<file path="config.mk">
export PLATFORM = sky130hd
export DESIGN_NAME = turtle_issue_ctrl_flat
export DESIGN_NICKNAME = d
export VERILOG_FILES = /design/src/rtl/turtle_issue_if.sv /design/src/rtl/turtle_issue_ctrl.sv /design/src/flat_wrapper.sv
export SDC_FILE = /design/constraint.sdc
export NUM_CORES = 1
export LEC_CHECK = 0
export ABC_AREA = 1
export BUFFER_PORTS_ARGS = -buffer_cell sky130_fd_sc_hd__buf_2
export CAP_MARGIN = 25
export CORE_UTILIZATION = 35
export CTS_CLUSTER_DIAMETER = 80
export DETAILED_ROUTE_END_ITERATION = 8
export SETUP_SLACK_MARGIN = 0.15
export SYNTH_ARGS = -nofsm -noshare
export SYNTH_HDL_FRONTEND = slang
export SYNTH_SLANG_ARGS = --single-unit
</file>
<file path="constraint.sdc">
create_clock -name clk -period 11.2 [get_ports clk]
set_clock_uncertainty 0.2 [all_clocks]
set_input_delay 2.24 -clock clk [delete_from_list [all_inputs] [get_ports clk]]
set_output_delay 2.24 -clock clk [all_outputs]
set_load 0.02 [all_outputs]
</file>
<file path="src/rtl/turtle_issue_if.sv">
// Decode/execute/writeback handshake bundle for the Turtle issue controller.
//   master : decoder + datapath side (drives decode fields, ex_rdy, flush, writeback)
//   slave  : turtle_issue_ctrl (drives de_rdy, issue, execute register, status)
interface turtle_issue_if #(
    parameter int CNT_W = 16
);
    logic             de_vld;
    logic             de_rdy;
    logic             de_rs1_vld;
    logic [4:0]       de_rs1;
    logic             de_rs2_vld;
    logic [4:0]       de_rs2;
    logic             de_rd_vld;
    logic [4:0]       de_rd;
    logic             de_load;
    logic             issue;
    logic             ex_vld;
    logic             ex_rdy;
    logic [4:0]       ex_rd;
    logic             ex_load;
    logic             flush;
    logic             wb_vld;
    logic [4:0]       wb_rd;
    logic [2:0]       pend_cnt;
    logic [CNT_W-1:0] stall_cnt;
    logic             err;

    modport master (
        output de_vld, de_rs1_vld, de_rs1, de_rs2_vld, de_rs2, de_rd_vld, de_rd, de_load,
               ex_rdy, flush, wb_vld, wb_rd,
        input  de_rdy, issue, ex_vld, ex_rd, ex_load, pend_cnt, stall_cnt, err
    );

    modport slave (
        input  de_vld, de_rs1_vld, de_rs1, de_rs2_vld, de_rs2, de_rd_vld, de_rd, de_load,
               ex_rdy, flush, wb_vld, wb_rd,
        output de_rdy, issue, ex_vld, ex_rd, ex_load, pend_cnt, stall_cnt, err
    );
endinterface

</file>
<file path="src/rtl/turtle_issue_ctrl.sv">
// Issue/hazard controller between the Turtle decoder and the execute stage.
// Owns the decode->execute valid bit, a scoreboard of registers with loads
// still outstanding, the in-flight load count, a saturating stall counter and
// a sticky error flag for writebacks to registers that were never pending.
// Ports:
//   clk, rst : core clock, synchronous active-high reset
//   bus      : turtle_issue_if.slave (decode fields, execute register,
//              flush, load writeback, status outputs)
module turtle_issue_ctrl #(
    parameter int PENDING_MAX = 2,
    parameter int CNT_W       = 16
) (
    input  logic            clk,
    input  logic            rst,
    turtle_issue_if.slave   bus
);
    logic [31:0]      pend;
    logic             ex_vld;
    logic [4:0]       ex_rd;
    logic             ex_load;
    logic [2:0]       pend_cnt;
    logic [CNT_W-1:0] stall_cnt;
    logic             err;

    logic wb_hit1, wb_hit2, wb_hitd;
    logic wb_clr, raw, waw, full, hazard;
    logic de_rdy, issue, pend_set;

    // Register file is write-first, so a same-cycle writeback already
    // resolves the dependency.
    assign wb_hit1 = bus.wb_vld && (bus.wb_rd == bus.de_rs1);
    assign wb_hit2 = bus.wb_vld && (bus.wb_rd == bus.de_rs2);
    assign wb_hitd = bus.wb_vld && (bus.wb_rd == bus.de_rd);

    // pend[0] is never set, so this also rejects writebacks to x0.
    assign wb_clr = bus.wb_vld && pend[bus.wb_rd];

    assign raw = (bus.de_rs1_vld && (bus.de_rs1 != 5'd0) && pend[bus.de_rs1] && !wb_hit1) ||
                 (bus.de_rs2_vld && (bus.de_rs2 != 5'd0) && pend[bus.de_rs2] && !wb_hit2);
    assign waw = bus.de_rd_vld && (bus.de_rd != 5'd0) && pend[bus.de_rd] && !wb_hitd;

    // A retiring load this cycle frees a slot for a new one.
    assign full = bus.de_load && ((pend_cnt - {2'b00, wb_clr}) == 3'(PENDING_MAX));

    assign hazard = raw || waw || full;

    assign de_rdy   = !rst && !bus.flush && !hazard && (!ex_vld || bus.ex_rdy);
    assign issue    = bus.de_vld && de_rdy;
    // Scoreboard is armed at issue so the very next instruction sees it.
    assign pend_set = issue && bus.de_load && bus.de_rd_vld && (bus.de_rd != 5'd0);

    // Execute pipeline register
    always_ff @(posedge clk) begin
        if (rst) begin
            ex_vld  <= 1'b0;
            ex_rd   <= 5'd0;
            ex_load <= 1'b0;
        end else if (bus.flush) begin
            ex_vld  <= 1'b0;
        end else if (issue) begin
            ex_vld  <= 1'b1;
            ex_rd   <= bus.de_rd_vld ? bus.de_rd : 5'd0;
            ex_load <= bus.de_load;
        end else if (bus.ex_rdy) begin
            ex_vld  <= 1'b0;
        end
    end

    // Load scoreboard and in-flight count; flush leaves both alone because
    // loads already handed to the LSU still write back.
    always_ff @(posedge clk) begin
        if (rst) begin
            pend     <= '0;
            pend_cnt <= 3'd0;
        end else begin
            // Clear first, then set, so a same-register set wins.
            if (wb_clr)
                pend[bus.wb_rd] <= 1'b0;
            if (pend_set)
                pend[bus.de_rd] <= 1'b1;
            if (pend_set && !wb_clr)
                pend_cnt <= pend_cnt + 3'd1;
            else if (wb_clr && !pend_set)
                pend_cnt <= pend_cnt - 3'd1;
        end
    end

    // Stall counter and sticky error
    always_ff @(posedge clk) begin
        if (rst) begin
            stall_cnt <= '0;
            err       <= 1'b0;
        end else begin
            if (bus.de_vld && hazard && !bus.flush && !(&stall_cnt))
                stall_cnt <= stall_cnt + 1'b1;
            if (bus.wb_vld && !wb_clr)
                err <= 1'b1;
        end
    end

    assign bus.de_rdy    = de_rdy;
    assign bus.issue     = issue;
    assign bus.ex_vld    = ex_vld;
    assign bus.ex_rd     = ex_rd;
    assign bus.ex_load   = ex_load;
    assign bus.pend_cnt  = pend_cnt;
    assign bus.stall_cnt = stall_cnt;
    assign bus.err       = err;
endmodule

</file>
<file path="src/flat_wrapper.sv">
// flat-port wrapper written by rule: the top's interface ports become plain ports
module turtle_issue_ctrl_flat 
#(
    parameter int PENDING_MAX = 2,
    parameter int CNT_W       = 16
)
  (clk, rst, bus_de_vld, bus_de_rs1_vld, bus_de_rs1, bus_de_rs2_vld, bus_de_rs2, bus_de_rd_vld, bus_de_rd, bus_de_load, bus_ex_rdy, bus_flush, bus_wb_vld, bus_wb_rd, bus_de_rdy, bus_issue, bus_ex_vld, bus_ex_rd, bus_ex_load, bus_pend_cnt, bus_stall_cnt, bus_err);
  turtle_issue_if #(.CNT_W(CNT_W)) bus_i ();
  input  logic clk;
  input  logic rst;
  input wire logic [$bits(bus_i.de_vld)-1:0] bus_de_vld;
  input wire logic [$bits(bus_i.de_rs1_vld)-1:0] bus_de_rs1_vld;
  input wire logic [$bits(bus_i.de_rs1)-1:0] bus_de_rs1;
  input wire logic [$bits(bus_i.de_rs2_vld)-1:0] bus_de_rs2_vld;
  input wire logic [$bits(bus_i.de_rs2)-1:0] bus_de_rs2;
  input wire logic [$bits(bus_i.de_rd_vld)-1:0] bus_de_rd_vld;
  input wire logic [$bits(bus_i.de_rd)-1:0] bus_de_rd;
  input wire logic [$bits(bus_i.de_load)-1:0] bus_de_load;
  input wire logic [$bits(bus_i.ex_rdy)-1:0] bus_ex_rdy;
  input wire logic [$bits(bus_i.flush)-1:0] bus_flush;
  input wire logic [$bits(bus_i.wb_vld)-1:0] bus_wb_vld;
  input wire logic [$bits(bus_i.wb_rd)-1:0] bus_wb_rd;
  output wire logic [$bits(bus_i.de_rdy)-1:0] bus_de_rdy;
  output wire logic [$bits(bus_i.issue)-1:0] bus_issue;
  output wire logic [$bits(bus_i.ex_vld)-1:0] bus_ex_vld;
  output wire logic [$bits(bus_i.ex_rd)-1:0] bus_ex_rd;
  output wire logic [$bits(bus_i.ex_load)-1:0] bus_ex_load;
  output wire logic [$bits(bus_i.pend_cnt)-1:0] bus_pend_cnt;
  output wire logic [$bits(bus_i.stall_cnt)-1:0] bus_stall_cnt;
  output wire logic [$bits(bus_i.err)-1:0] bus_err;
  assign bus_i.de_vld = bus_de_vld;
  assign bus_i.de_rs1_vld = bus_de_rs1_vld;
  assign bus_i.de_rs1 = bus_de_rs1;
  assign bus_i.de_rs2_vld = bus_de_rs2_vld;
  assign bus_i.de_rs2 = bus_de_rs2;
  assign bus_i.de_rd_vld = bus_de_rd_vld;
  assign bus_i.de_rd = bus_de_rd;
  assign bus_i.de_load = bus_de_load;
  assign bus_i.ex_rdy = bus_ex_rdy;
  assign bus_i.flush = bus_flush;
  assign bus_i.wb_vld = bus_wb_vld;
  assign bus_i.wb_rd = bus_wb_rd;
  assign bus_de_rdy = bus_i.de_rdy;
  assign bus_issue = bus_i.issue;
  assign bus_ex_vld = bus_i.ex_vld;
  assign bus_ex_rd = bus_i.ex_rd;
  assign bus_ex_load = bus_i.ex_load;
  assign bus_pend_cnt = bus_i.pend_cnt;
  assign bus_stall_cnt = bus_i.stall_cnt;
  assign bus_err = bus_i.err;
  turtle_issue_ctrl #(.PENDING_MAX(PENDING_MAX), .CNT_W(CNT_W)) u_core (.clk(clk), .rst(rst), .bus(bus_i));
endmodule
</file>
---- Word-level counts from Yosys, hierarchy flattened ----
Index checks and enable logic that the tools add are counted.
cells by class
  add/subtract/negate cells ............... 4
  order comparisons ....................... 6
  equal/unequal tests ..................... 4
  multiplexer cells ....................... 20
  bitwise operators ....................... 4
  reduce and logical (&&, ||, !) cells .... 51
operators by type and width
  cell                     count
  $mux W32                 3
  $and A32 B32 Y32         1
  $not A32 Y32             1
  $or A32 B32 Y32          1
  $logic_and A1 B1 Y1      29
  $lt A5 B6 Y1 const B     4
  $bmux W1 S5              4
  $add A16 B1 Y16 const B  1
  $reduce_and A16 Y1       1
  $eq A5 B5 Y1             3
  $reduce_bool A5 Y1       3
  $demux W1 S5             2
  $ge A5 B1 Y1 const B     2
  $logic_not A1 Y1         10
  $mux W1                  8
  $mux W3                  2
  $mux W5                  1
  $logic_or A1 B1 Y1       4
  $reduce_bool A2 Y1       2
  $add A3 B1 Y3 const B    1
  $eq A3 B2 Y1 const B     1
  $sub A3 B1 Y3            1
  $sub A3 B1 Y3 const B    1
  $reduce_and A2 Y1        1
  2 further kinds          2
word-level totals
  register bits after elaboration ......... 59
  input bits .............................. 30
  output and inout port bits .............. 29
  word-level logic and storage cells ...... 96

---- Depth between registers and ports, before layout ----
  depth in word-level cells ............... 18
  gate-level depth with buffers ........... 26
  depth with buffers taken out ............ 24

---- Least setup slack after synthesis ----
No wires, ideal clock.
  kind .................................... in2out
  start ................................... in bus_wb_rd[0]
  end ..................................... out bus_issue
  data arrival time ....................... 4.530 ns
  data required time ...................... 8.760 ns
  slack ................................... 4.230 ns
  cell stages on the path ................. 19
  path buffers ............................ 3
  cell sequence ........................... buf_2 > nand2_1 > inv_1 > buf_2 > a22oi_1 > o221ai_1 > nand2_1 > nand2_1 > nor2_1 > nand2_1 > nand2_1 > inv_1 > ha_1 > nand4_1 > nand3_1 > nor3_4 > nand2_2 > buf_2 > inv_1
between the ends
  longest elaborated chain between the ends .. 11
  elaborated cells on any way between the ends .. 25
  those cells by class .................... add/sub: 1; eq/ne: 4; mux: 2; reduce/logical: 18
ends and longest elaborated chain
  item                                                       line                                              text
  start, declared                                            flat_wrapper.sv:22                                input wire logic [$bits(bus_i.wb_rd)-1:0] bus_wb_rd;
  $bmux W1 S5 (tied with other cells)                        turtle_issue_ctrl.sv:36                           assign wb_clr = bus.wb_vld && pend[bus.wb_rd];
  $mux W1 (implied by the code) (tied with other cells)      turtle_issue_ctrl.sv:36
  $logic_and A1 B1 Y1 (tied with other cells)                turtle_issue_ctrl.sv:36
  $sub A3 B1 Y3 (tied with other cells)                      turtle_issue_ctrl.sv:43                           assign full = bus.de_load && ((pend_cnt - {2'b00, wb_clr}) == 3'(PENDING_MAX));
  $eq A3 B2 Y1 or $logic_or A1 B1 Y1 (tied branches)         turtle_issue_ctrl.sv:43, turtle_issue_ctrl.sv:38
  $logic_and A1 B1 Y1 or $logic_or A1 B1 Y1 (tied branches)  turtle_issue_ctrl.sv:43, turtle_issue_ctrl.sv:45
  $logic_or A1 B1 Y1 *                                       turtle_issue_ctrl.sv:45                           assign hazard = raw || waw || full;
  $logic_not A1 Y1 *                                         turtle_issue_ctrl.sv:47                           assign de_rdy = !rst && !bus.flush && !hazard && (!ex_vld || bus.ex_rdy);
  $logic_and A1 B1 Y1 * (2 in series)                        turtle_issue_ctrl.sv:47
  $logic_and A1 B1 Y1 *                                      turtle_issue_ctrl.sv:48                           assign issue = bus.de_vld && de_rdy;
  end, declared                                              flat_wrapper.sv:24                                output wire logic [$bits(bus_i.issue)-1:0] bus_issue;
Mark *: on every way between the ends. The rest lies on a longest branch, timed or not. The select of a mux whose other input is x is not followed.

---- Worst setup path after layout ----
  start ................................... in bus_wb_rd[1]
  end ..................................... out bus_issue
Same word-level chain as after synthesis.

==> results.txt <==
- Number of vias after detailed routing: 5451
- Walking the worst path, the cells encountered are buf_2 > inv_2 > nor2_1 > a22oi_1 > o221ai_1 > nand2_1 > nand2_1 > nor2_1 > nand2_1 > nand2_1 > inv_1 > ha_1 > nand4_1 > nand3_1 > nor3_4 > buf_4 > nand2_2 > inv_1 > buf_2.
- Max Fanout on Critical Path: 33
- Die width: 118.0 µm
- TritonCTS built the clock tree.
- Pin count of the biggest net entering global routing: 54
- Placed Instance Area: 5049 µm²
- STA classifies the critical path endpoint as a primary output.
* Average cell area after synthesis: 5.745 µm²
* Max Cap Violations: 0
- The final layout contains 884 nets.
- The synthesized design contains 59 register bits.
- Sequential elements use 25.07% of the synthesized area.
* Area of the die: 13930 µm²
- WP data arrival: 5.38 ns
- Setup repair after global routing left no endpoint under its margin.
- Clk Latency, worst-skew pair: 0.33 ns
- The HPWL after detailed placement is 11.73 mm.
- The number of nets in the synthesized netlist is 854.
- Summed negative setup slack over all endpoints: 0 ns
- Path type of the worst min-delay path: flip-flop to flip-flop
* Wire per inst: 15.87 µm
- In this run, the number of DRC markers left after iteration 0 of detailed routing was 455.
- The repair_antennas step left the layout with diodes totalling 0.
* Number of failing hold endpoints at the final stage: 0
- Number of hold buffers added after cts: 0
* Required time of the critical path: 8.76 ns
- At the pin with the least slew margin, the transition time is 1.011 ns.
- Final ANT Viol Nets: 0
- The first global-routing pass estimated 26.43 mm of wire.
- Ranked by instance count, the synthesized netlist is headed by 239 x sky130_fd_sc_hd__nand2_1, 86 x sky130_fd_sc_hd__inv_1, 85 x sky130_fd_sc_hd__nor2_1.
* Cells after Synth: 820
- VDD sags by at most 0.07510 mV.
- Of all flip-flops after synthesis, the portion carrying an async set or reset was 0%.
- Tot GR Track Use: 23.97%
- The congestion estimate from routability-driven global placement came to 0.9575.
- Summed over all cells, the static leakage comes to 2.290 nW.
- For this run, the number of Yosys warnings is 0.
* Ratio of routed vias to standard cells: 5.297
- Total wire length: 16.33 mm
* Post-CTS setup repair buffer count: 0
* Maximum achievable frequency: 127.9 MHz
- Predominant post-synthesis flop cell: sky130_fd_sc_hd__dfxtp_1
* Final setup fails: 0
- By instance count, the cell type seen most on the critical path is sky130_fd_sc_hd__nand2_1.
* Die Span Y: 118.0 µm
- Category of the critical setup timing path: input pin to primary output
- The final count of pins violating max slew is 0.
- CTS buffer count: 9
- The final critical path takes up 69.81% of the cycle.
- Core outline area: 13190 µm²
- Clock edge transition at the registers on the reported setup and hold paths: 0.05 ns
* Via count of the first global-routing pass: 5104
- In this run the biggest area consumer among cell types represents 25.07% of the synthesized area.
* Number of buffers and inverters on the critical path: 6
- The slowest stage of the critical path belongs to the cell sky130_fd_sc_hd__nor2_1.
- STA classifies the critical path startpoint as an input pin.
* Total non-filler cell area in the finished layout: 5350 µm²
- In the post-synthesis netlist, the cell with the most instances is sky130_fd_sc_hd__nand2_1.
- Broken down by cell family, the worst path's largest delay share belongs to simple AND/OR/NAND/NOR gates.
- By area the synthesized netlist is led by sky130_fd_sc_hd__dfxtp_1 25%, sky130_fd_sc_hd__nand2_1 19%, sky130_fd_sc_hd__inv_1 6.9%.
* Number of distinct standard cells referenced by the synthesized netlist: 33
- The root buffer cell chosen for the clock tree is sky130_fd_sc_hd__clkbuf_16.
- Pin placement for this block handled 59 I/O pins.
- Cells with a size suffix above 1 make up 10.43% of the layout.
- Number of antenna violations at the first check in global routing: 0
- Period minus WS final: 7.819 ns
* Result of the run: completed
- Counting flops with a built-in enable in the synthesized netlist gives 0.
- Areal power density over the cells: 108.8 nW/µm²
- Buffers on Ports: 58
- The synthesized netlist occupies a cell area of 4711 µm².
* Post-detailed-route DRC marker count: 0
- Number of gates resized after cts: 0
* Clock tree sinks: 59
- Total grt overflow: 0
* Number of buffers between clock root and the deepest sink: 2
- Relative slew slack: 32.35%
- Slowest cell delay on critical path: 0.77 ns
* H-Tree Level Count: 3
* Leading area contributor after synthesis: sky130_fd_sc_hd__dfxtp_1
- The floorplan has 42 rows.
- Pre-antenna DRT Iters: 5
- Area growth, synth to finish: 13.57%
* Initial core utilization: 35.71%
-- worst reg2reg max path: stages (launching register included) --
cell                      delay, ns
sky130_fd_sc_hd__dfxtp_1       0.31
sky130_fd_sc_hd__inv_1         0.21
sky130_fd_sc_hd__o21ai_0       0.12
sky130_fd_sc_hd__o21ai_0       0.16
sky130_fd_sc_hd__nand2_1       0.07
sky130_fd_sc_hd__nor2_1        0.13
sky130_fd_sc_hd__nand2_1       0.07
sky130_fd_sc_hd__nand2_1       0.09
sky130_fd_sc_hd__inv_1         0.08
sky130_fd_sc_hd__ha_1          0.28
sky130_fd_sc_hd__nand4_1       0.10
sky130_fd_sc_hd__nand3_1       0.12
sky130_fd_sc_hd__nor3_4        0.12
sky130_fd_sc_hd__buf_4         0.33
sky130_fd_sc_hd__nand2_2       0.25
sky130_fd_sc_hd__nor3_1        0.22
sky130_fd_sc_hd__ha_1          0.18
sky130_fd_sc_hd__inv_1         0.07
sky130_fd_sc_hd__fa_1          0.38
sky130_fd_sc_hd__a21oi_1       0.14
sky130_fd_sc_hd__o21ai_0       0.10
sky130_fd_sc_hd__o21ai_0       0.16
sky130_fd_sc_hd__a21oi_1       0.06
-- cells in the final DEF, fill, tap and decap left out, types with 2 or more instances in the layout --
cell / synthesis / routed
sky130_fd_sc_hd__a21boi_0: 2 / 2
sky130_fd_sc_hd__a21oi_1: 58 / 58
sky130_fd_sc_hd__a22oi_1: 5 / 5
sky130_fd_sc_hd__buf_2: 23 / 58
sky130_fd_sc_hd__buf_4: 3 / 4
sky130_fd_sc_hd__clkbuf_16: 0 / 9
sky130_fd_sc_hd__clkbuf_8: 0 / 3
sky130_fd_sc_hd__dfxtp_1: 59 / 59
sky130_fd_sc_hd__ha_1: 3 / 3
sky130_fd_sc_hd__inv_1: 86 / 86
sky130_fd_sc_hd__inv_2: 7 / 7
sky130_fd_sc_hd__nand2_1: 239 / 239
sky130_fd_sc_hd__nand2_2: 2 / 2
sky130_fd_sc_hd__nand3_1: 45 / 45
sky130_fd_sc_hd__nand4_1: 47 / 47
sky130_fd_sc_hd__nor2_1: 85 / 84
sky130_fd_sc_hd__nor3_1: 25 / 25
sky130_fd_sc_hd__o211ai_1: 9 / 9
sky130_fd_sc_hd__o21ai_0: 55 / 55
sky130_fd_sc_hd__o21ai_1: 13 / 13
sky130_fd_sc_hd__o221ai_1: 2 / 2
sky130_fd_sc_hd__o22ai_1: 9 / 9
sky130_fd_sc_hd__xnor2_1: 6 / 6
sky130_fd_sc_hd__xor2_1: 10 / 10
-- where the power goes --
part / internal, W / leakage [nW] / switching [W]
clock: 0.000187 / 0.151 / 0.0000955
sequential: 0.000212 / 0.476 / 0.00000145
combinational: 0.0000221 / 1.66 / 0.0000634
-- cell families after synthesis --
group / count (synthesis) / share of synthesized area [%]
and+or+nand+nor: 448 / 40.74
xor gates and xnor gates: 16 / 2.975
AOI/OAI and AO/OA: 155 / 17.82
adders and majority gates: 4 / 1.222
DFF: 59 / 25.07
buffers and inverters: 138 / 12.16
-- through the flow --
stage                     total power [W]  cells  hold WS (ns)  utilization, %  setup WS, ns
after floorplan                 0.0002775    820        0.2583               -         4.230
after global placement          0.0003019   1014        0.2479           38.16         3.509
after detailed placement        0.0003018   1015        0.2494           38.28         3.430
after CTS                       0.0005860   1029        0.2577           40.56         3.404
after global routing            0.0006049   1029        0.2751           40.56         3.044
final                           0.0005821   1029        0.2498           40.56         3.381
-- state kept, by name, indices dropped and copies added (netlist names) --
signal,flops
u_core.bus.err,1
u_core.bus.ex_load,1
u_core.bus.ex_rd,5
u_core.bus.ex_vld,1
u_core.bus.pend_cnt,3
u_core.bus.stall_cnt,16
u_core.pend,32
-- metal layers --
layer	vias up	GRT usage [%]	part of all wire [%]
li1	2754	-	-
met1	2419	31.84	45
met2	232	37.79	45
met3	46	3.779	6.6
met4	0	11.38	3.5
met5	-	0	0
-- final cells by class --
cell class	instances	area [µm²]
inverter	94	352.8
fill	1480	7840
timing repair buffer	63	335.3
multi-input combinational	623	2959
tap	176	220.2
sequential	59	1181
clock inverter	2	35.03
clock buffer	12	266.5
-- path summary, 6_finish.rpt --
kind	depth (start not counted)	to	slack (ns)	start
max	19	bus_issue	3.38	bus_wb_rd[1]
min	2	u_core.bus.err$_SDFFE_PP0P_	0.25	u_core.bus.err$_SDFFE_PP0P_
max reg2reg	22	u_core.bus.pend_cnt[2]$_SDFFE_PP0P_	7.14	u_core.pend[11]$_SDFF_PP0_
min reg2reg	2	u_core.bus.err$_SDFFE_PP0P_	0.25	u_core.bus.err$_SDFFE_PP0P_
Note: power is estimated with default switching activity, not from simulation.
